## src/rtl/sync_fifo_param.sv

```systemverilog
// rtl/sync_fifo_param.sv - parametrised single-clock FIFO with count, sticky errors and flush
// Optional macro SYNC_FIFO_FWFT_EN selects first-word-fall-through read mode;
// when undefined, rd_data/rd_valid are registered one cycle after each pop.
module sync_fifo_param #(
  parameter int DATA_W   = 8,
  parameter int DEPTH    = 16,
  parameter int AF_LEVEL = DEPTH - 2,
  parameter int AE_LEVEL = 2
) (
  input  logic                       clk,
  input  logic                       rst,
  input  logic                       flush,
  input  logic                       wr_en,
  input  logic [DATA_W-1:0]          wr_data,
  input  logic                       rd_en,
  output logic [DATA_W-1:0]          rd_data,
  output logic                       rd_valid,
  output logic                       full,
  output logic                       empty,
  output logic                       almost_full,
  output logic                       almost_empty,
  output logic [$clog2(DEPTH):0]     count,
  output logic                       overflow,
  output logic                       underflow,
  input  logic                       err_clr
);

  localparam int AW = $clog2(DEPTH);
  localparam int CW = AW + 1;
  localparam logic [CW-1:0] FULL_C = CW'(DEPTH);
  localparam logic [CW-1:0] AF_C   = CW'(AF_LEVEL);
  localparam logic [CW-1:0] AE_C   = CW'(AE_LEVEL);

  logic [DATA_W-1:0] mem [DEPTH];
  logic [CW-1:0]     wr_ptr;
  logic [CW-1:0]     rd_ptr;
  logic              wr_acc;
  logic              rd_acc;
  logic              ov_set;
  logic              uf_set;

  // Status flags decode only from the registered count, never from requests.
  assign full         = (count == FULL_C);
  assign empty        = (count == '0);
  assign almost_full  = (count >= AF_C);
  assign almost_empty = (count <= AE_C);

  // A flush cycle swallows both requests and cannot raise an error.
  assign rd_acc = rd_en && !empty && !flush;
  assign wr_acc = wr_en && (!full || rd_acc) && !flush;
  assign ov_set = wr_en && !wr_acc && !flush;
  assign uf_set = rd_en && empty && !flush;

  // Storage array: written on every accepted write, never reset or cleared.
  always_ff @(posedge clk) begin
    if (wr_acc) begin
      mem[wr_ptr[AW-1:0]] <= wr_data;
    end
  end

  // Pointers, occupancy and sticky error flags; a set event beats err_clr.
  always_ff @(posedge clk or posedge rst) begin
    if (rst) begin
      wr_ptr    <= '0;
      rd_ptr    <= '0;
      count     <= '0;
      overflow  <= 1'b0;
      underflow <= 1'b0;
    end else begin
      if (flush) begin
        wr_ptr <= '0;
        rd_ptr <= '0;
        count  <= '0;
      end else begin
        if (wr_acc) begin
          wr_ptr <= wr_ptr + CW'(1);
        end
        if (rd_acc) begin
          rd_ptr <= rd_ptr + CW'(1);
        end
        if (wr_acc && !rd_acc) begin
          count <= count + CW'(1);
        end else if (rd_acc && !wr_acc) begin
          count <= count - CW'(1);
        end
      end
      overflow  <= ov_set || (overflow && !err_clr);
      underflow <= uf_set || (underflow && !err_clr);
    end
  end

`ifdef SYNC_FIFO_FWFT_EN
  // Head word is presented straight from the array; rd_en acknowledges it.
  assign rd_valid = !empty;
  assign rd_data  = empty ? '0 : mem[rd_ptr[AW-1:0]];
`else
  // Registered read: popped word and its valid strobe appear one cycle later.
  always_ff @(posedge clk or posedge rst) begin
    if (rst) begin
      rd_data  <= '0;
      rd_valid <= 1'b0;
    end else begin
      rd_valid <= rd_acc;
      if (rd_acc) begin
        rd_data <= mem[rd_ptr[AW-1:0]];
      end
    end
  end
`endif

endmodule

```

## config.mk

```make
export PLATFORM = sky130hd
export DESIGN_NAME = sync_fifo_param
export DESIGN_NICKNAME = d
export VERILOG_FILES = /design/src/rtl/sync_fifo_param.sv
export SDC_FILE = /design/constraint.sdc
export NUM_CORES = 1
export LEC_CHECK = 0
export CAP_MARGIN = 15
export CORE_ASPECT_RATIO = 0.6
export CORE_MARGIN = 5
export CORE_UTILIZATION = 35
export CTS_CLUSTER_SIZE = 12
export DETAILED_ROUTE_END_ITERATION = 7
export PLACE_DENSITY_LB_ADDON = 0.05
export SETUP_SLACK_MARGIN = 0.02
export SLEW_MARGIN = 30
export SYNTH_ARGS = -nofsm -noshare
export SYNTH_HDL_FRONTEND = slang
export SYNTH_SLANG_ARGS = --single-unit
```

## constraint.sdc

```tcl
create_clock -name clk -period 5.5 [get_ports clk]
set_clock_uncertainty 0.05 [all_clocks]
set_input_delay 0.55 -clock clk [delete_from_list [all_inputs] [get_ports clk]]
set_output_delay 0.55 -clock clk [all_outputs]
set_load 0.01 [all_outputs]
```

==> impl_metrics.tcl, run 1 <==
set metrics [dict create \
    status "finished clean" \
    cts_buffers 17 \
    ys_ff_latch 152 \
    fin_area_um2 7440 \
    maxUsedRoutingLayer "met4" \
    slew_headroom_pct 38.0 \
    io_pins 34 \
    setup_violations 0 \
    syn_avg_cell_area_um2 18.3 \
    cp_top_family "compound AO/OA/AOI/OAI gates" \
    critical_path.cell_chain "clkdlybuf4s50_1, nand2b_1, a31oi_1, nand2_1, ha_1, nand3_1, a21o_1, a2111oi_0, o21bai_1" \
    grt_max_degree 25 \
    dpl.hpwl_mm 9.44 \
    critPathKind "input pin to register" \
    wl_met3_mm 1.08 \
    io_buffers 33 \
    wire_per_inst_um 22.8 \
    max_cap_violations 0 \
    synthesis.nets 366 \
    area_growth_pct 19.0 \
    worstSkewPairLatency_ns 0.41 \
    ys.flop_type "edfxtp_1" \
    mostFrequentLayoutCell "edfxtp_1" \
    synth_edf_count 128 \
    r2r_slack_ns 2.27 \
    core_area_um2 17300 \
    wirelength_met1_mm 6.89 \
    mostFrequentLayoutCells "edfxtp_1, mux4_2, clkdlybuf4s50_1, dfrtp_1, nor2_1" \
    cts_sinks 152 \
    grtUsageTotal_pct 14.7 \
    hold_viol_final 0 \
    ys_seq_area_share_pct 71.1 \
    ys_top_cells_by_area "edfxtp_1, mux4_2, dfrtp_1, mux2i_1, ha_1" \
    synth_area_leader_cell "edfxtp_1" \
    cts_tree "built" \
    fp-row-count 37 \
    die_w_um 183 \
    crit_path_max_incr_delay_ns 0.80 \
    die_y_um 114 \
    initial_core_util_pct 36.1 \
    cp.required_ns 5.78 \
    drv_slew 0 \
    hold_class "input pin to async pin" \
    drc 0 \
    drtIter0Drc 216 \
    via_count 3162 \
    cp-start-kind "input pin" \
    grt_setup_unrepaired "false" \
    grt_pass1_vias 3344 \
    ys_warn_count 0 \
    hold_ws_ns 0.474 \
    place.gp.congestion 0.747 \
    timing.final.crit_share_pct 65.5 \
    routed-wl-met2_mm 6.49 \
    slowest_stage "clkdlybuf4s50_1" \
    syn-cell-area_um2 6250 \
    fin_crit_ns 3.60 \
    num_antenna_cells 0 \
    root_buffer "clkbuf_16" \
    path_buf_inv 1 \
    holdBufCountCts 0 \
    async_flop_share_pct 15.8 \
    clock_path_buffers 2 \
    dieArea_um2 20700 \
    cellPowerDensity_nw_per_um2 422 \
    finalWirelength_mm 14.5 \
    worst_pin_slew_ns 0.926 \
    grt_pass1_wl_mm 22.1 \
    crit_arrival_ns 3.89 \
    vias_per_cell 4.97 \
    antenna_found_initial 0 \
    drive_above_1_share_pct 22.4 \
    ant_nets 0 \
    ir_worst_vdd_v 0.000147 \
    fin_setup_tns_ns 0 \
    clkSlewWorstSetupHoldPaths_ns 0.07 \
    clock.fmax_ghz 0.277 \
    postCtsSetupBuffers 0 \
    firstDrtPassIters 4 \
    crit_fanout 22 \
    cts_max_level 4 \
    cellLeakagePower_nw 2.44 \
    cts_resized 0 \
    endpoint_kind "register" \
    synth_top_area_share_pct 61.5 \
    finalPower_mw 3.14 \
    fin_nets 413 \
    place_area_um2 6890 \
    synth_cell_types 45 \
    grt-ovfl-total 0 \
    syn_inst 342 \
]
==> cell usage after synthesis, types with 2 or more instances <==
library cell	instances
o32ai_1	2
nand2b_1	4
mux4_2	33
buf_2	3
ha_1	9
mux2_1	3
a21oi_1	5
nand3_1	8
clkbuf_1	9
nand2_1	15
dfrtp_1	24
xor2_1	4
edfxtp_1	128
mux2_4	2
o21ai_1	2
o221ai_1	6
o21bai_1	2
inv_1	8
or3_1	3
xnor2_1	3
nor2b_1	2
nor2_1	30
mux2i_1	15
==> power by group <==
group          internal, mW  switching [mW]  leakage (nW)  total (mW)
logic                 0.337           0.331         0.726       0.668
registers              1.32          0.0817          1.46        1.40
clock network         0.589           0.484         0.251        1.07
total                  2.24           0.897          2.44        3.14
==> kinds of logic (layout without fill, tap and decap cells) <==
group	after synthesis	count (layout)	share of synthesized area [%]
compound gates	26	26	3.16
xor+xnor	7	7	0.981
fa+ha+maj	10	10	2.12
buf+inv	24	84	1.80
flops	152	152	71.1
mux	54	54	15.7
simple gates	69	69	5.09
==> worst paths after layout <==
check	startpoint	depth (start not counted)	end
min reg2reg	rd_data[2]	2	rd_data[2]
max	flush	9	count[3]
min	rst	2	count[1]
min in group clk	rd_data[2]	2	rd_data[2]
max reg2reg	count[2]	10	count[3]
max in group asynchronous	rst	2	rd_ptr[2]
==> worst reg2reg max path: cells and delay by family (launching register included) <==
family          cells  cell delay, ns
buf+inv             1            0.17
compound gates      4            1.08
fa+ha+maj           1            0.42
simple gates        4            0.95
flops               1            0.47
==> layout make-up <==
type / instances / area [µm²]
Clock buffer: 18 / 429
Clock inverter: 14 / 116
Fill cell: 1519 / 9880
Inverter: 9 / 33.8
Multi-Input combinational cell: 166 / 1710
Sequential cell: 152 / 4450
Tap cell: 234 / 293
Timing Repair Buffer: 43 / 405
==> metal layers <==
layer | vias to the layer above | global-route usage [%]
met5 | - | 0
met2 | 69 | 21.4
li1 | 1450 | -
met3 | 2 | 3.09
met1 | 1641 | 22.3
met4 | 0 | 4.00
==> stage by stage <==
step,cells,setup slack (ns),util [%]
after global placement,604,1.50,39.7
after floorplan,342,2.69,-
final,636,1.90,42.9
after global routing,636,1.61,42.9
after detailed placement,604,1.45,39.8
after CTS,636,1.86,42.9
==> registers in the layout, summed over array words and instances, names as in the netlist <==
| register | cells |
|---|---|
| mem | 128 |
| underflow | 1 |
| rd_ptr | 4 |
| count | 5 |
| rd_valid | 1 |
| rd_data | 8 |
| overflow | 1 |
| wr_ptr | 4 |
(Power assumes the default switching activity.)
==> run 2, diff against run 1 <==
- clock period: 5.5 -> 3.25 ns (I/O delays scaled with it)
==> run 2 against run 1 <==
  * Via count increased by 4.9%
  * Routed wire length fell by 0.80%
  * Hold slack worse by 0.23 ns
  * Setup slack worse by 1.5 ns
  * Die area stayed put
  * First-iteration DRC count rose by 23%
  * Largest cell class unchanged
  * Register-to-register slack got worse by 1.9 ns
  * Global-route usage fell by 0.30 points
  * Sequential power increased by 65%
  * Clock power grew 83%
  * Utilization rose by 1.4 points
  * Non-clock buffer count rose by 25
==> impl_metrics.tcl, run 2 (synthesized netlist as in run 1, its figures left out) <==
set metrics [dict create \
    grt_setup_unrepaired "false" \
    endpoint_kind "register" \
    cts_tree "built" \
    r2r_slack_ns 0.40 \
    drive_above_1_share_pct 25.4 \
    grt_pass1_vias 3357 \
    cp-start-kind "register" \
    status "finished clean" \
    drv_slew 0 \
    crit_arrival_ns 3.13 \
    critPathKind "register to register" \
    fp-row-count 37 \
    crit_fanout 7 \
    slowest_stage "or3_1" \
    num_antenna_cells 0 \
    fin_nets 438 \
    io_pins 34 \
    core_area_um2 17300 \
    die_w_um 183 \
    grt-ovfl-total 0 \
    slew_headroom_pct 52.0 \
    place_inst 628 \
    path_buf_inv 1 \
    timing.rr.end "count[3]" \
    io_buffers 33 \
    cellPowerDensity_nw_per_um2 722 \
    vias_per_cell 5.02 \
    dieArea_um2 20700 \
    root_buffer "clkbuf_16" \
    hold_class "input pin to async pin" \
    place_area_um2 7070 \
    fin_crit_ns 2.85 \
    wire_per_inst_um 21.8 \
    cellLeakagePower_nw 2.61 \
    via_count 3316 \
    mostFrequentLayoutCell "edfxtp_1" \
    clock.fmax_ghz 0.351 \
    grt_pass1_wl_mm 21.8 \
    drtIter0Drc 266 \
    drc 0 \
    initial_core_util_pct 36.1 \
    finalPower_mw 5.54 \
    cp_top_family "compound AO/OA/AOI/OAI gates" \
    hold_viol_final 0 \
    final_cell_count_no_fill 660 \
    critical_path.cell_chain "or3_1, o21ai_4, inv_2, nor2_1, nand2_1, ha_1, nand3_1, a21o_1, a2111oi_0, o21bai_1" \
    dpl.hpwl_mm 9.93 \
    cts_max_level 4 \
    worst_pin_slew_ns 0.719 \
    fin_setup_tns_ns 0 \
    cp.required_ns 3.54 \
    finalWirelength_mm 14.4 \
    worstSkewPairLatency_ns 0.41 \
    holdBufCountCts 0 \
    grtUsageTotal_pct 14.4 \
    reg2regPathDepth 10 \
    cts_buffers 17 \
    setup_violations 0 \
    place.gp.congestion 0.751 \
    mostFrequentLayoutCells "edfxtp_1, buf_4, mux4_2, clkdlybuf4s50_1, nor2_1" \
    firstDrtPassIters 4 \
    r2r_start "count[3]" \
    cts_sinks 152 \
    max_cap_violations 0 \
    fin_area_um2 7670 \
    area_growth_pct 22.7 \
    antenna_found_initial 0 \
    die_y_um 114 \
    ant_nets 0 \
    timing.final.crit_share_pct 87.6 \
    clock_path_buffers 2 \
    crit_path_max_incr_delay_ns 0.52 \
    ir_worst_vdd_v 0.000350 \
    grt_max_degree 25 \
    largest_reg_flops 128 \
    clkSlewWorstSetupHoldPaths_ns 0.06 \
]
-- run 2: per-stage QoR --
stage               utilization (%)  setup slack (ns)  hold WS [ns]
floorplan                         -             0.444         0.290
global placement               40.8             0.269         0.431
detailed placement             40.8             0.191         0.432
CTS                            44.2             0.192         0.255
global route                   44.3             0.139         0.291
finish                         44.3             0.402         0.240
-- run 2: final cells by class --
type                    count  area (µm²)
well taps                 234         293
multi-input cells         166        1710
repair buffers             68         606
inverters                   9        33.8
flip-flops and latches    152        4440
fillers                  1539        9640
clock buffers              17         425
clock inverters            14         163
-- run 2: what timing repair did --
item / CTS / global route
endpoints found under the setup margin: 0 / 2
gates resized for setup: 0 / 1
setup buffers: 0 / 1
-- run 2: how the worst max path moves through the flow --
stage	startpoint	end	slack [ns]	cells past startpoint
2_1_floorplan	count[4]	count[3]	0.44	12
3_3_place_gp	count[3]	count[3]	0.27	10
3_5_place_dp	flush	count[3]	0.19	11
4_1_cts	count[3]	count[3]	0.19	10
5_1_grt	count[3]	count[3]	0.14	10
6_report	count[3]	count[3]	0.40	10
-- run 2: routing by layer --
metal | share of wire (%) | global-route usage [%] | up-vias
met5 | 0 | 0 | -
met4 | 0.86 | 3.90 | 0
met3 | 3.4 | 2.77 | 12
met2 | 43 | 19.8 | 58
met1 | 53 | 23.1 | 1750
li1 | - | - | 1496
-- run 2: power by group --
part,internal [mW],leakage [nW],switching [mW]
Combinational,0.632,0.862,0.638
Clock,1.15,0.282,0.811
Sequential,2.23,1.46,0.0790
